<file path="config.mk">
export PLATFORM = sky130hd
export DESIGN_NAME = daa_booth_mac_flat
export DESIGN_NICKNAME = d
export VERILOG_FILES = /design/src/rtl/daa_booth_mac_if.sv /design/src/rtl/daa_booth_mac.sv /design/src/flat_wrapper.sv
export SDC_FILE = /design/constraint.sdc
export NUM_CORES = 1
export LEC_CHECK = 0
export CAP_MARGIN = 10
export CORE_ASPECT_RATIO = 1.1
export CORE_MARGIN = 2
export CORE_UTILIZATION = 57
export DETAILED_ROUTE_END_ITERATION = 12
export GPL_TIMING_DRIVEN = 0
export PLACE_DENSITY_LB_ADDON = 0.25
export REMOVE_ABC_BUFFERS = 1
export SETUP_SLACK_MARGIN = 0.05
export SYNTH_ARGS = -nofsm -noshare
export SYNTH_HDL_FRONTEND = slang
export SYNTH_SLANG_ARGS = --single-unit
</file>
<file path="constraint.sdc">
create_clock -name clk -period 8.7 [get_ports clk]
set_input_delay 1.305 -clock clk [delete_from_list [all_inputs] [get_ports clk]]
set_output_delay 1.305 -clock clk [all_outputs]
set_load 0.02 [all_outputs]
</file>
<file path="src/rtl/daa_booth_mac_if.sv">
// Pair-stream / result handshake bundle for the Booth/DAA MAC.
// The master side is the producer/consumer; the slave side is the MAC itself.
interface daa_booth_mac_if #(
    parameter int IN_W  = 4,
    parameter int ACC_W = 10,
    parameter int EXP_W = 3,
    parameter int CNT_W = 6
);
    logic             clear;
    logic             signed_en;
    logic             in_valid;
    logic             in_ready;
    logic [IN_W-1:0]  act;
    logic [2:0]       w;
    logic             last;
    logic             out_valid;
    logic             out_ready;
    logic [ACC_W-1:0] out_acc;
    logic [EXP_W-1:0] out_exp;
    logic [CNT_W-1:0] out_cnt;
    logic             out_sat;

    modport master (
        output clear, signed_en, in_valid, act, w, last, out_ready,
        input  in_ready, out_valid, out_acc, out_exp, out_cnt, out_sat
    );

    modport slave (
        input  clear, signed_en, in_valid, act, w, last, out_ready,
        output in_ready, out_valid, out_acc, out_exp, out_cnt, out_sat
    );
endinterface

</file>
<file path="src/rtl/daa_booth_mac.sv">
// Framed radix-4 Booth MAC with dynamic accumulator alignment: on overflow the
// mantissa is halved and a shared exponent bumped; saturates once exponent is spent.
module daa_booth_mac #(
    parameter int IN_W  = 4,
    parameter int ACC_W = 10,
    parameter int EXP_W = 3,
    parameter int CNT_W = 6
) (
    input logic            clk,
    input logic            rst,
    daa_booth_mac_if.slave bus
);
    typedef enum logic [1:0] {IDLE, ACC, DONE} state_t;

    localparam logic [EXP_W-1:0] MAX_SHIFT = '1;
    localparam logic [CNT_W-1:0] CNT_MAX   = '1;
    localparam logic [ACC_W-1:0] ACC_MIN   = {1'b1, {(ACC_W-1){1'b0}}};
    localparam logic [ACC_W-1:0] ACC_MAX   = {1'b0, {(ACC_W-1){1'b1}}};

    state_t           state_q, state_d;
    logic [ACC_W-1:0] acc_q, acc_d;
    logic [EXP_W-1:0] exp_q, exp_d;
    logic [CNT_W-1:0] cnt_q, cnt_d;
    logic             sat_q, sat_d;

    logic [IN_W:0]          a_ext;
    logic signed [IN_W+1:0] a2, p, p_sh;
    logic [ACC_W:0]         pa, s;
    logic                   ovf, in_rdy, accept;

    // Product path: |d*act| always fits IN_W+2 bits since the unsigned case
    // never reaches -2^IN_W, so negation cannot wrap.
    always_comb begin
        a_ext = bus.signed_en ? {bus.act[IN_W-1], bus.act} : {1'b0, bus.act};
        a2    = {a_ext[IN_W], a_ext};
        case (bus.w)
            3'b001, 3'b010: p = a2;
            3'b011:         p = {a_ext, 1'b0};
            3'b100:         p = '0 - {a_ext, 1'b0};
            3'b101, 3'b110: p = '0 - a2;
            default:        p = '0;
        endcase
        p_sh = p >>> exp_q;
        pa   = {{(ACC_W-IN_W-1){p_sh[IN_W+1]}}, p_sh};
        s    = {acc_q[ACC_W-1], acc_q} + pa;
        ovf  = s[ACC_W] ^ s[ACC_W-1];
    end

    assign in_rdy        = (state_q != DONE);
    assign accept        = bus.in_valid & in_rdy;
    assign bus.in_ready  = in_rdy;
    assign bus.out_valid = (state_q == DONE);
    assign bus.out_acc   = acc_q;
    assign bus.out_exp   = exp_q;
    assign bus.out_cnt   = cnt_q;
    assign bus.out_sat   = sat_q;

    always_comb begin
        state_d = state_q;
        acc_d   = acc_q;
        exp_d   = exp_q;
        cnt_d   = cnt_q;
        sat_d   = sat_q;
        case (state_q)
            IDLE, ACC: begin
                if (accept) begin
                    if (!ovf) begin
                        acc_d = s[ACC_W-1:0];
                    end else if (exp_q != MAX_SHIFT) begin
                        acc_d = s[ACC_W:1];
                        exp_d = exp_q + EXP_W'(1);
                    end else begin
                        acc_d = s[ACC_W] ? ACC_MIN : ACC_MAX;
                        sat_d = 1'b1;
                    end
                    if (cnt_q != CNT_MAX) cnt_d = cnt_q + CNT_W'(1);
                    state_d = bus.last ? DONE : ACC;
                end
            end
            DONE: begin
                if (bus.out_ready) begin
                    state_d = IDLE;
                    acc_d   = '0;
                    exp_d   = '0;
                    cnt_d   = '0;
                    sat_d   = 1'b0;
                end
            end
            default: state_d = IDLE;
        endcase
        if (bus.clear) begin
            state_d = IDLE;
            acc_d   = '0;
            exp_d   = '0;
            cnt_d   = '0;
            sat_d   = 1'b0;
        end
    end

    always_ff @(posedge clk or negedge rst) begin
        if (!rst) begin
            state_q <= IDLE;
            acc_q   <= '0;
            exp_q   <= '0;
            cnt_q   <= '0;
            sat_q   <= 1'b0;
        end else begin
            state_q <= state_d;
            acc_q   <= acc_d;
            exp_q   <= exp_d;
            cnt_q   <= cnt_d;
            sat_q   <= sat_d;
        end
    end
endmodule
</file>
<file path="src/flat_wrapper.sv">
// flat-port wrapper written by rule: the top's interface ports become plain ports
module daa_booth_mac_flat 
#(
    parameter int IN_W  = 4,
    parameter int ACC_W = 10,
    parameter int EXP_W = 3,
    parameter int CNT_W = 6
)
  (clk, rst, bus_clear, bus_signed_en, bus_in_valid, bus_act, bus_w, bus_last, bus_out_ready, bus_in_ready, bus_out_valid, bus_out_acc, bus_out_exp, bus_out_cnt, bus_out_sat);
  daa_booth_mac_if #(.IN_W(IN_W), .ACC_W(ACC_W), .EXP_W(EXP_W), .CNT_W(CNT_W)) bus_i ();
  input logic clk;
  input logic rst;
  input wire logic [$bits(bus_i.clear)-1:0] bus_clear;
  input wire logic [$bits(bus_i.signed_en)-1:0] bus_signed_en;
  input wire logic [$bits(bus_i.in_valid)-1:0] bus_in_valid;
  input wire logic [$bits(bus_i.act)-1:0] bus_act;
  input wire logic [$bits(bus_i.w)-1:0] bus_w;
  input wire logic [$bits(bus_i.last)-1:0] bus_last;
  input wire logic [$bits(bus_i.out_ready)-1:0] bus_out_ready;
  output wire logic [$bits(bus_i.in_ready)-1:0] bus_in_ready;
  output wire logic [$bits(bus_i.out_valid)-1:0] bus_out_valid;
  output wire logic [$bits(bus_i.out_acc)-1:0] bus_out_acc;
  output wire logic [$bits(bus_i.out_exp)-1:0] bus_out_exp;
  output wire logic [$bits(bus_i.out_cnt)-1:0] bus_out_cnt;
  output wire logic [$bits(bus_i.out_sat)-1:0] bus_out_sat;
  assign bus_i.clear = bus_clear;
  assign bus_i.signed_en = bus_signed_en;
  assign bus_i.in_valid = bus_in_valid;
  assign bus_i.act = bus_act;
  assign bus_i.w = bus_w;
  assign bus_i.last = bus_last;
  assign bus_i.out_ready = bus_out_ready;
  assign bus_in_ready = bus_i.in_ready;
  assign bus_out_valid = bus_i.out_valid;
  assign bus_out_acc = bus_i.out_acc;
  assign bus_out_exp = bus_i.out_exp;
  assign bus_out_cnt = bus_i.out_cnt;
  assign bus_out_sat = bus_i.out_sat;
  daa_booth_mac #(.IN_W(IN_W), .ACC_W(ACC_W), .EXP_W(EXP_W), .CNT_W(CNT_W)) u_core (.clk(clk), .rst(rst), .bus(bus_i));
endmodule
</file>
==> impl_metrics.toml, run 1 <==
[routing]
num_vias = 2009
drc = 0
drt_iter0_markers = 191
ant_nets = 0
wl_um = 4780
dr.pass1.iters = 4
wl_per_cell_um = 14.4
viasPerCell = 6.05

[floorplan]
ios = 36
dieWidth_um = 61.2
placementRows = 22
core_area_mm2 = 0.00339
fp.dieH_um = 66.9
dieArea_mm2 = 0.00409
start_util_pct = 60.5

[timing]
drv_slew = 0
period_minus_slack_ns = 5.71
timing.fmax_ghz = 0.175
setup-violations-final = 0
tns_ns = 0
rsz0062_at_grt = "false"
post-route-period-util_pct = 65.7
worst_pin_slew_ns = 0.969
slew_headroom_pct = 35.2
clock_skew_ns = 0.00627
hold_viol_final = 0

[worst_setup_path]
path_max_fanout = 14
reg2regPathDepth = 12
worstSetupEndpointType = "register"
critPathSlowestCell = "o21bai_1"
timing.critical_path.buf_inv = 2
startpoint_type = "input port"
cp_common_cell = "ha_1"
crit_type = "input port to register"
arrival_ns = 5.92
path_depth = 16
cpPeakStageDelay_ns = 0.64
cpLargestDelayFamily = "compound AO/OA/AOI/OAI gates"
worstPathCellList = "clkdlybuf4s50_1 -> inv_1 -> ha_1 -> a221oi_1 -> a31oi_1 -> o21bai_1 -> nand2_1 -> o311ai_0 -> ha_1 -> a21o_1 -> and4_4 -> a311oi_2 -> o31ai_4 -> xnor2_4 -> nor3b_2 -> o21ai_0"
required_ns = 8.90

[clock_tree]
cts_made_buffers = 3
cts_max_level = 1
ctsHoldBuffers = 0
cts_root_buf = "clkbuf_4"
cts_tree = "yes"
clkSinkCount = 22
clk_pin_slew_ns = 0.12
cts_resized = 0
cts.path.max_buffers = 2
postCtsSetupRepairBufs = 0
clkLatencyLatePin_ns = 0.32

[yosys]
synth.distinct_cells = 57
yosysTopAreaCell = "dfrtp_1"
avgSynthCellArea_um2 = 8.10
synthCells = 253
synth_top_area_share_pct = 26.9
synth_edf_count = 0
synth_seq_cells = 22
synthSimpleGateAreaFrac_pct = 19.9
synth_xor_area_share_pct = 6.05
synth_top_flop_cell = "dfrtp_1"
yosys.area_share.adder_pct = 9.53
synth_warnings = 0
synth.cell_area_mm2 = 0.00205
async_reset_ff_share_pct = 100
synthMuxAreaShare_pct = 4.46
synth_top_family_by_area = "compound AO/OA/AOI/OAI gates"
synth_area_leaders = "dfrtp_1 (27%), ha_1 (8.6%), nand2_1 (7.1%)"
ys_seq_area_share_pct = 26.9
synth_compound_area_share_pct = 28.9

[global_routing]
grt_usage_pct = 25.2
grt_start_max_net_pins = 23
grt_pass1_vias = 1726
grt_pass1_wl_um = 7810
antenna_found_initial = 0
grt-ovfl-total = 0

[pwr]
leakagePower_nw = 1.08
vdd_drop_max_uv = 118
p_per_area_mw_per_mm2 = 166

[placement]
routabilityCongestion = 0.911
dpl.hpwl_um = 3510
numPortBuffers = 35

[final_layout]
nFillCells = 280
antenna_cells = 0
post_route_cells_drive_above_1_share_pct = 4.93
regArea_um2 = 551
area_delta_synth_final_pct = 20.0
nNetsFinal = 314
multi_input_area_mm2 = 0.00141
post-route-util_pct = 72.6

[worst_hold_path]
hold_depth = 1
hold_class = "register to register"

[status]
status = "completed"

[run]
maxCapViolations = 0
-- worst reg2reg max path, stage by stage, from the launching register on --
cell and delay (ns):
dfrtp_1 0.52, inv_1 0.15, nor2_1 0.12, nor2_1 0.05
o311ai_0 0.55, ha_1 0.36, a21o_1 0.17, and4_4 0.19
a311oi_2 0.39, o31ai_4 0.18, xnor2_4 0.49, nor3b_2 0.33
o21ai_0 0.13
-- metal layers --
metal	up-vias	part of all wire, %	track usage [%]
li1	991	-	-
met1	953	47	34.1
met2	58	47	40.8
met3	7	4.0	2.33
met4	0	1.6	9.24
met5	-	0	0
-- cell usage after synthesis (2+ instances only) --
library cell  count
nand2_1          39
dfrtp_1          22
o21ai_0          22
nor2_1           19
ha_1             14
inv_1            12
a21oi_1          10
o21ai_1          10
mux2i_1           8
nand3_1           7
clkbuf_1          6
xnor2_1           6
nand2b_1          5
xor2_1            5
a21boi_0          4
a21o_1            4
nor3_1            4
a211oi_1          3
and3_1            3
nor2b_1           3
a221oi_1          2
a22o_1            2
a31oi_1           2
buf_2             2
o21a_1            2
o221ai_1          2
o22ai_1           2
o311ai_0          2
o31a_1            2
o31ai_1           2
-- sequential cells by signal, summed over array words and instances (netlist names) --
register            cells
u_core.bus.out_sat      1
u_core.bus.out_cnt      6
u_core.state_q          2
u_core.bus.out_exp      3
u_core.bus.out_acc     10
-- power by group --
group / switching (mW) / internal (mW) / total, mW
Sequential: 0.0139 / 0.114 / 0.128
Combinational: 0.123 / 0.0969 / 0.220
Clock: 0.0338 / 0.0256 / 0.0594
-- final cells by class --
type	instances	share of cell area, %
inverter	12	1.83
tap	48	2.44
clock buffer	4	1.48
sequential	22	22.4
timing repair buffer	36	14.6
multi-input combinational	210	57.3
-- final timing paths --
path | startpoint | to | slack [ns]
setup / recovery | bus_act[0] | u_core.bus.out_exp[1]$_DFFE_PN0P_ | 2.99
hold / removal | u_core.bus.out_sat$_DFFE_PN0P_ | u_core.bus.out_sat$_DFFE_PN0P_ | 0.51
setup reg to reg | u_core.bus.out_exp[1]$_DFFE_PN0P_ | u_core.bus.out_exp[1]$_DFFE_PN0P_ | 4.96
hold reg to reg | u_core.bus.out_sat$_DFFE_PN0P_ | u_core.bus.out_sat$_DFFE_PN0P_ | 0.51
max in group asynchronous | rst | u_core.bus.out_exp[2]$_DFFE_PN0P_ | 6.61
min in group asynchronous | rst | u_core.bus.out_cnt[0]$_DFFE_PN0P_ | 1.50
-- layout by cell type, fill, tap and decap left out, types with 2 or more instances in the layout --
cell             instances
a21boi_0                 4
a31oi_1                  2
a211oi_1                 3
nor3_1                   4
a22o_1                   2
dfrtp_1                 22
o21a_1                   2
o31a_1                   2
o21ai_0                 22
nor2b_1                  3
o31ai_1                  2
nand2b_1                 5
xnor2_1                  6
a21oi_1                 10
clkdlybuf4s50_1         35
nand3_1                  7
nor2_1                  19
and3_1                   3
o311ai_0                 2
o221ai_1                 2
mux2i_1                  8
clkbuf_4                 3
inv_1                   12
a221oi_1                 2
ha_1                    14
xor2_1                   5
nand2_1                 39
a21o_1                   4
o22ai_1                  2
o21ai_1                 10
-- cells by family (layout without fill, tap and decap cells) --
kind of cell / count (synthesis) / in the layout
simple gates: 88 / 88
flops: 22 / 22
mux: 9 / 9
fa+ha+maj: 15 / 15
compound gates: 86 / 86
xor+xnor: 12 / 12
buf+inv: 21 / 52
-- stage by stage --
step / setup slack [ns] / hold slack (ns) / instances / cell area [um2] / total power, mW
after floorplan: 3.94 / 0.488 / 244 / 2000 / 0.279
after global placement: 2.73 / 0.486 / 327 / 2410 / 0.340
after detailed placement: 2.68 / 0.485 / 328 / 2420 / 0.346
after CTS: 3.03 / 0.520 / 332 / 2460 / 0.408
after global routing: 2.73 / 0.548 / 332 / 2460 / 0.438
final: 2.99 / 0.514 / 332 / 2460 / 0.408
Note: power is estimated with default switching activity, not from simulation.
==> run 2, diff against run 1 <==
--- a/config.mk
+++ b/config.mk
@@ -8,7 +8,7 @@
 export CAP_MARGIN = 10
 export CORE_ASPECT_RATIO = 1.1
 export CORE_MARGIN = 2
-export CORE_UTILIZATION = 57
+export CORE_UTILIZATION = 48
 export DETAILED_ROUTE_END_ITERATION = 12
 export GPL_TIMING_DRIVEN = 0
 export PLACE_DENSITY_LB_ADDON = 0.25
==> constraint.sdc (replaced) <==
create_clock -name clk -period 5 [get_ports clk]
set_input_delay 0.75 -clock clk [delete_from_list [all_inputs] [get_ports clk]]
set_output_delay 0.75 -clock clk [all_outputs]
set_load 0.02 [all_outputs]
==> run 2 against run 1 <==
Critical path depth grew 1. Design area grew 4.5%. Worst setup slack lost 2.6 ns. Non-clock buffer count grew 2. Sequential share of layout area shrank 0.96 points. Clock power grew to 2.9 times the previous value. Global-route usage shrank 3.9 points. Sequential power grew 73%. Combinational power grew 82%. Die area grew 18%. Clock-buffer cell count shrank 1. Largest power group unchanged.
==> impl_metrics.toml, run 2 (same netlist as run 1, synthesis figures left out) <==
[floorplan]
dieWidth_um = 66.3
placementRows = 24
fp.dieH_um = 72.5
dieArea_mm2 = 0.00481
ios = 36
start_util_pct = 50.9
core_area_mm2 = 0.00402

[routing]
num_vias = 1961
dr.pass1.iters = 4
wl_um = 4880
wl_per_cell_um = 14.4
drc = 0
viasPerCell = 5.80
ant_nets = 0
drt_iter0_markers = 99

[worst_setup_path]
startpoint_type = "input port"
worstSetupEndpointType = "register"
arrival_ns = 4.80
required_ns = 5.14
reg2regPathDepth = 15
crit_type = "input port to register"
path_max_fanout = 13

[clock_tree]
cts.path.max_buffers = 2
cts_tree = "yes"
ctsHoldBuffers = 0
clkSinkCount = 22
clk_pin_slew_ns = 0.09
clkLatencyLatePin_ns = 0.27
cts_max_level = 1
cts_root_buf = "clkbuf_8"
cts_made_buffers = 3

[status]
status = "completed"

[timing]
setup-violations-final = 0
rsz0062_at_grt = "false"
post-route-period-util_pct = 93.3
hold_viol_final = 0
timing.fmax_ghz = 0.214
clock_skew_ns = 0.00483
drv_slew = 0
worst_pin_slew_ns = 1.03
slew_headroom_pct = 31.3
final.setup.worst_slack_ns = 0.337
period_minus_slack_ns = 4.66

[final_layout]
nNetsFinal = 316
final_area_mm2 = 0.00257
final_cell_mix = "nand2_1 (39), clkdlybuf4s50_1 (32), o21ai_0 (22), dfrtp_1 (22), nor2_1 (19)"
final_common_cell = "nand2_1"
area_delta_synth_final_pct = 25.4
post-route-util_pct = 63.8
largest_reg_flops = 10
antenna_cells = 0
post_route_cells_drive_above_1_share_pct = 6.64

[placement]
dpl.hpwl_um = 3580
routabilityCongestion = 0.822
place_area_mm2 = 0.00243
numPortBuffers = 35
place_ws_ns = -0.440

[pwr]
power_mw = 0.796
leakagePower_nw = 1.14
vdd_drop_max_uv = 213
p_per_area_mw_per_mm2 = 310

[global_routing]
grt_usage_pct = 21.2
grt_pass1_vias = 1858
grt_start_max_net_pins = 23
grt-ovfl-total = 0
antenna_found_initial = 0
grt_pass1_wl_um = 8280

[worst_hold_path]
hold_depth = 1
hold_class = "register to register"

[run]
maxCapViolations = 0
==> run 2: cell count changes in the layout (fill, tap and decap cells not counted), sizes merged <==
cell	before	now
clkdlybuf4s50	35	32
dlymetal6s2s	0	3
buf	1	3
bufinv	0	1
clkbuf	4	3
==> run 2: stage by stage <==
stage / hold WS, ns / cells / TNS [ns]
after global routing: 0.549 / 338 / 0
after global placement: 0.489 / 331 / -3.58
after CTS: 0.513 / 336 / 0
after floorplan: 0.454 / 244 / 0
after detailed placement: 0.482 / 332 / -4.28
final: 0.505 / 338 / 0
==> run 2: final timing paths <==
kind	from	endpoint	slack [ns]
setup reg to reg	u_core.bus.out_exp[0]$_DFFE_PN0P_	u_core.bus.out_exp[0]$_DFFE_PN0P_	1.62
setup / recovery	bus_act[1]	u_core.bus.out_exp[0]$_DFFE_PN0P_	0.34
min in group asynchronous	rst	u_core.bus.out_cnt[2]$_DFFE_PN0P_	1.03
hold reg to reg	u_core.bus.out_sat$_DFFE_PN0P_	u_core.bus.out_sat$_DFFE_PN0P_	0.50
max in group asynchronous	rst	u_core.bus.out_acc[1]$_DFFE_PN0P_	3.34
hold / removal	u_core.bus.out_sat$_DFFE_PN0P_	u_core.bus.out_sat$_DFFE_PN0P_	0.50
==> run 2: area by class of cell <==
| class | count | area [um2] |
|---|---|---|
| sequential | 22 | 551 |
| clock inverter | 1 | 30.0 |
| fill | 357 | 1460 |
| multi-input combinational | 210 | 1440 |
| timing repair buffer | 38 | 393 |
| tap | 52 | 65.1 |
| inverter | 12 | 45.0 |
| clock buffer | 3 | 41.3 |
==> run 2: repair_timing <==
action | CTS | global route
buffers inserted | 0 | 2
pin swaps | 0 | 1
endpoints found under the setup margin | 12 | 13
gates resized for setup | 2 | 6
==> run 2: critical path, cell delays in order <==
cell	delay [ns]
clkdlybuf4s50_1	0.47
or4_1	0.58
a31oi_1	0.30
o21bai_4	0.17
nand2_1	0.15
a2bb2oi_1	0.19
o21ai_1	0.10
ha_1	0.22
fa_1	0.40
a21o_1	0.24
a221oi_4	0.33
o21ai_1	0.11
o21ai_2	0.13
xnor2_4	0.16
buf_12	0.16
nor3b_2	0.23
o22ai_1	0.12
==> run 2: where the power goes <==
part           internal [mW]  switching [mW]
registers              0.199          0.0233
logic                  0.180           0.221
clock network          0.107          0.0652
total                  0.487           0.309
==> run 2: per-layer routing <==
metal	vias up	global-route usage, %	part of all wire (%)
met5	-	0	0
met4	0	4.54	0.57
met3	4	3.10	4.6
met2	44	35.4	48
met1	923	29.2	47
li1	990	-	-
==> run 3, diff against run 2 <==
--- a/config.mk
+++ b/config.mk
@@ -8,9 +8,10 @@
 export CAP_MARGIN = 10
 export CORE_ASPECT_RATIO = 1.1
 export CORE_MARGIN = 2
-export CORE_UTILIZATION = 48
+export CORE_UTILIZATION = 35
 export DETAILED_ROUTE_END_ITERATION = 12
 export GPL_TIMING_DRIVEN = 0
+export MAX_ROUTING_LAYER = met4
 export PLACE_DENSITY_LB_ADDON = 0.25
 export REMOVE_ABC_BUFFERS = 1
 export SETUP_SLACK_MARGIN = 0.05
==> run 3 against run 2 <==
Final cell count rose by 8.0%. Design area rose by 1.2%. Sequential power barely moved. Clock-buffer cell count did not move. Combinational power barely moved. Maximum frequency fell by 1.7%. Worst hold slack barely moved. Critical endpoint is now u_core.bus.out_acc[6]$_DFFE_PN0P_. Clock power fell by 35%. Critical path depth rose by 1. Global-route usage fell by 5.7 points. Non-clock buffer count rose by 2. Via count fell by 0.76%.
==> impl_metrics.toml, run 3 (same netlist as run 1, synthesis figures left out) <==
[status]
status = "completed"

[global_routing]
grt_pass1_vias = 1783
grt_usage_pct = 15.6
grt_pass1_wl_um = 8250
grt-ovfl-total = 0
antenna_found_initial = 0
grt_start_max_net_pins = 23

[worst_hold_path]
hold_depth = 1
min_to = "u_core.bus.out_sat$_DFFE_PN0P_"
hp-start = "u_core.bus.out_sat$_DFFE_PN0P_"
hold_class = "register to register"

[worst_setup_path]
startpoint_type = "input port"
r2r-start = "u_core.bus.out_exp[0]$_DFFE_PN0P_"
timing.critical_path.buf_inv = 2
crit_type = "input port to register"
cpLargestDelayFamily = "compound AO/OA/AOI/OAI gates"
rrSetupSlack_ns = 1.55
path_max_fanout = 9
reg2regPathDepth = 15
worstSetupEndpointType = "register"
r2r_end = "u_core.bus.out_acc[6]$_DFFE_PN0P_"
cpPeakStageDelay_ns = 0.57
required_ns = 5.19
cp_common_cell = "o21ai_1"
critPathSlowestCell = "or4_1"
worstPathCellList = "clkdlybuf4s50_1 -> or4_1 -> nand3_1 -> o32ai_1 -> o21bai_4 -> nand2_1 -> a2bb2oi_1 -> o21ai_1 -> ha_1 -> fa_1 -> a21o_1 -> a221oi_4 -> o21ai_1 -> o21ai_2 -> xnor2_2 -> buf_4 -> o31a_1 -> o21ai_1"
arrival_ns = 4.93

[clock_tree]
cts_root_buf = "clkbuf_8"
cts_tree = "yes"
clk_pin_slew_ns = 0.08
clkSinkCount = 22
clkLatencyLatePin_ns = 0.26
cts_made_buffers = 3
cts.path.max_buffers = 2
cts_max_level = 1

[routing]
drc = 0
wl_um = 5180
ant_nets = 0
drt_iter0_markers = 64
viasPerCell = 5.33
wl_per_cell_um = 14.2
dr.pass1.iters = 4
num_vias = 1946

[pwr]
comb_power_share_pct = 54.7
p_sw_share_pct = 41.0
leakagePower_nw = 1.14
internal_power_mw = 0.436
p_seq_share_pct = 30.2
vdd_drop_max_uv = 196
p_switching_mw = 0.302
p_per_area_mw_per_mm2 = 284
p_clk_share_pct = 15.1

[floorplan]
dieArea_mm2 = 0.00648
start_util_pct = 36.0
dieWidth_um = 76.9
fp.dieH_um = 84.2
placementRows = 29
ios = 36
core_area_mm2 = 0.00570

[placement]
routabilityCongestion = 0.836
place_ws_ns = -0.453
numPortBuffers = 35
dpl.hpwl_um = 3660
place_area_mm2 = 0.00246
placed_cells = 357

[final_layout]
antenna_cells = 0
final_area_mm2 = 0.00260
area_delta_synth_final_pct = 26.9
final_cell_mix = "nand2_1 (39), clkdlybuf4s50_1 (33), o21ai_0 (22), dfrtp_1 (22), nor2_1 (19)"
post_route_cells_drive_above_1_share_pct = 7.99
nNetsFinal = 319
final_common_cell = "nand2_1"
post-route-util_pct = 45.6
largest_reg_flops = 10
final_cell_count_no_fill = 365
nFillCells = 562

[timing]
setup-violations-final = 0
worst_pin_slew_ns = 1.07
timing.fmax_ghz = 0.211
hold_ws_ns = 0.504
slew_headroom_pct = 28.3
drv_slew = 0
period_minus_slack_ns = 4.74
rsz0062_at_grt = "false"
post-route-period-util_pct = 94.9
clock_skew_ns = 0.00581
final.setup.worst_slack_ns = 0.257
hold_viol_final = 0

[run]
maxCapViolations = 0
-- run 3: cell count changes in the layout (fill, tap and decap cells not counted), sizes merged --
| cell | before | now |
|---|---|---|
| buf | 3 | 5 |
| xnor2 | 7 | 8 |
| clkdlybuf4s50 | 32 | 33 |
| bufinv | 1 | 0 |
| dlymetal6s2s | 3 | 2 |
-- run 3: area by class of cell --
cell class	instances	area, um2	share of cell area, %
inverter	12	45.0	1.73
tap	77	96.3	3.71
clock buffer	3	41.3	1.59
multi-input combinational	211	1470	56.7
timing repair buffer	40	393	15.1
sequential	22	551	21.2
-- run 3: power groups by stage --
stage / registers, mW / clock network (mW) / logic (mW)
after floorplan: 0.247 / 0 / 0.239
after global placement: 0.227 / 0 / 0.373
after detailed placement: 0.226 / 0 / 0.375
after CTS: 0.223 / 0.115 / 0.380
after global routing: 0.227 / 0.126 / 0.440
final: 0.223 / 0.111 / 0.403
-- run 3: worst reg2reg max path, stage by stage (launching register included) --
cell and delay, ns:
dfrtp_1 0.62, inv_1 0.14, nand3_1 0.09, o21ai_0 0.09
a2bb2oi_1 0.16, o21ai_1 0.09, ha_1 0.21, fa_1 0.41
a21o_1 0.24, a221oi_4 0.33, o21ai_1 0.11, o21ai_2 0.17
xnor2_2 0.20, buf_4 0.19, o31a_1 0.26, o21ai_1 0.07
-- run 3: how the worst max path moves through the flow --
stage	slack, ns	cells after the start	endpoint	from
after floorplan	0.79	14	u_core.bus.out_exp[0]$_DFFE_PN0P_	bus_act[1]
after global placement	-0.47	16	u_core.bus.out_exp[0]$_DFFE_PN0P_	bus_act[0]
after detailed placement	-0.45	16	u_core.bus.out_exp[0]$_DFFE_PN0P_	bus_act[0]
after CTS	0.08	15	u_core.bus.out_exp[0]$_DFFE_PN0P_	bus_w[0]
after global routing	0.09	18	u_core.bus.out_acc[6]$_DFFE_PN0P_	bus_act[2]
final	0.26	18	u_core.bus.out_acc[6]$_DFFE_PN0P_	bus_act[2]
-- run 3: metal layers --
metal / vias to the layer above / GRT usage, % / share of wire, %
li1: 991 / - / -
met1: 916 / 20.8 / 47
met2: 37 / 24.7 / 48
met3: 2 / 2.69 / 4.3
met4: 0 / 3.47 / 0.56
met5: - / - / 0
-- run 3: what timing repair did --
item / CTS / global route
setup endpoints to repair: 12 / 12
setup buffers: 0 / 4
gates resized for setup: 2 / 7
cloned: 0 / 1
pin swaps: 1 / 2
hold buffers: 0 / 0
-- run 3: metrics by stage --
stage / TNS (ns) / total power, mW
4_1_cts: 0 / 0.718
3_3_place_gp: -4.44 / 0.600
5_1_grt: 0 / 0.793
3_5_place_dp: -4.17 / 0.601
6_report: 0 / 0.738
2_1_floorplan: 0 / 0.486
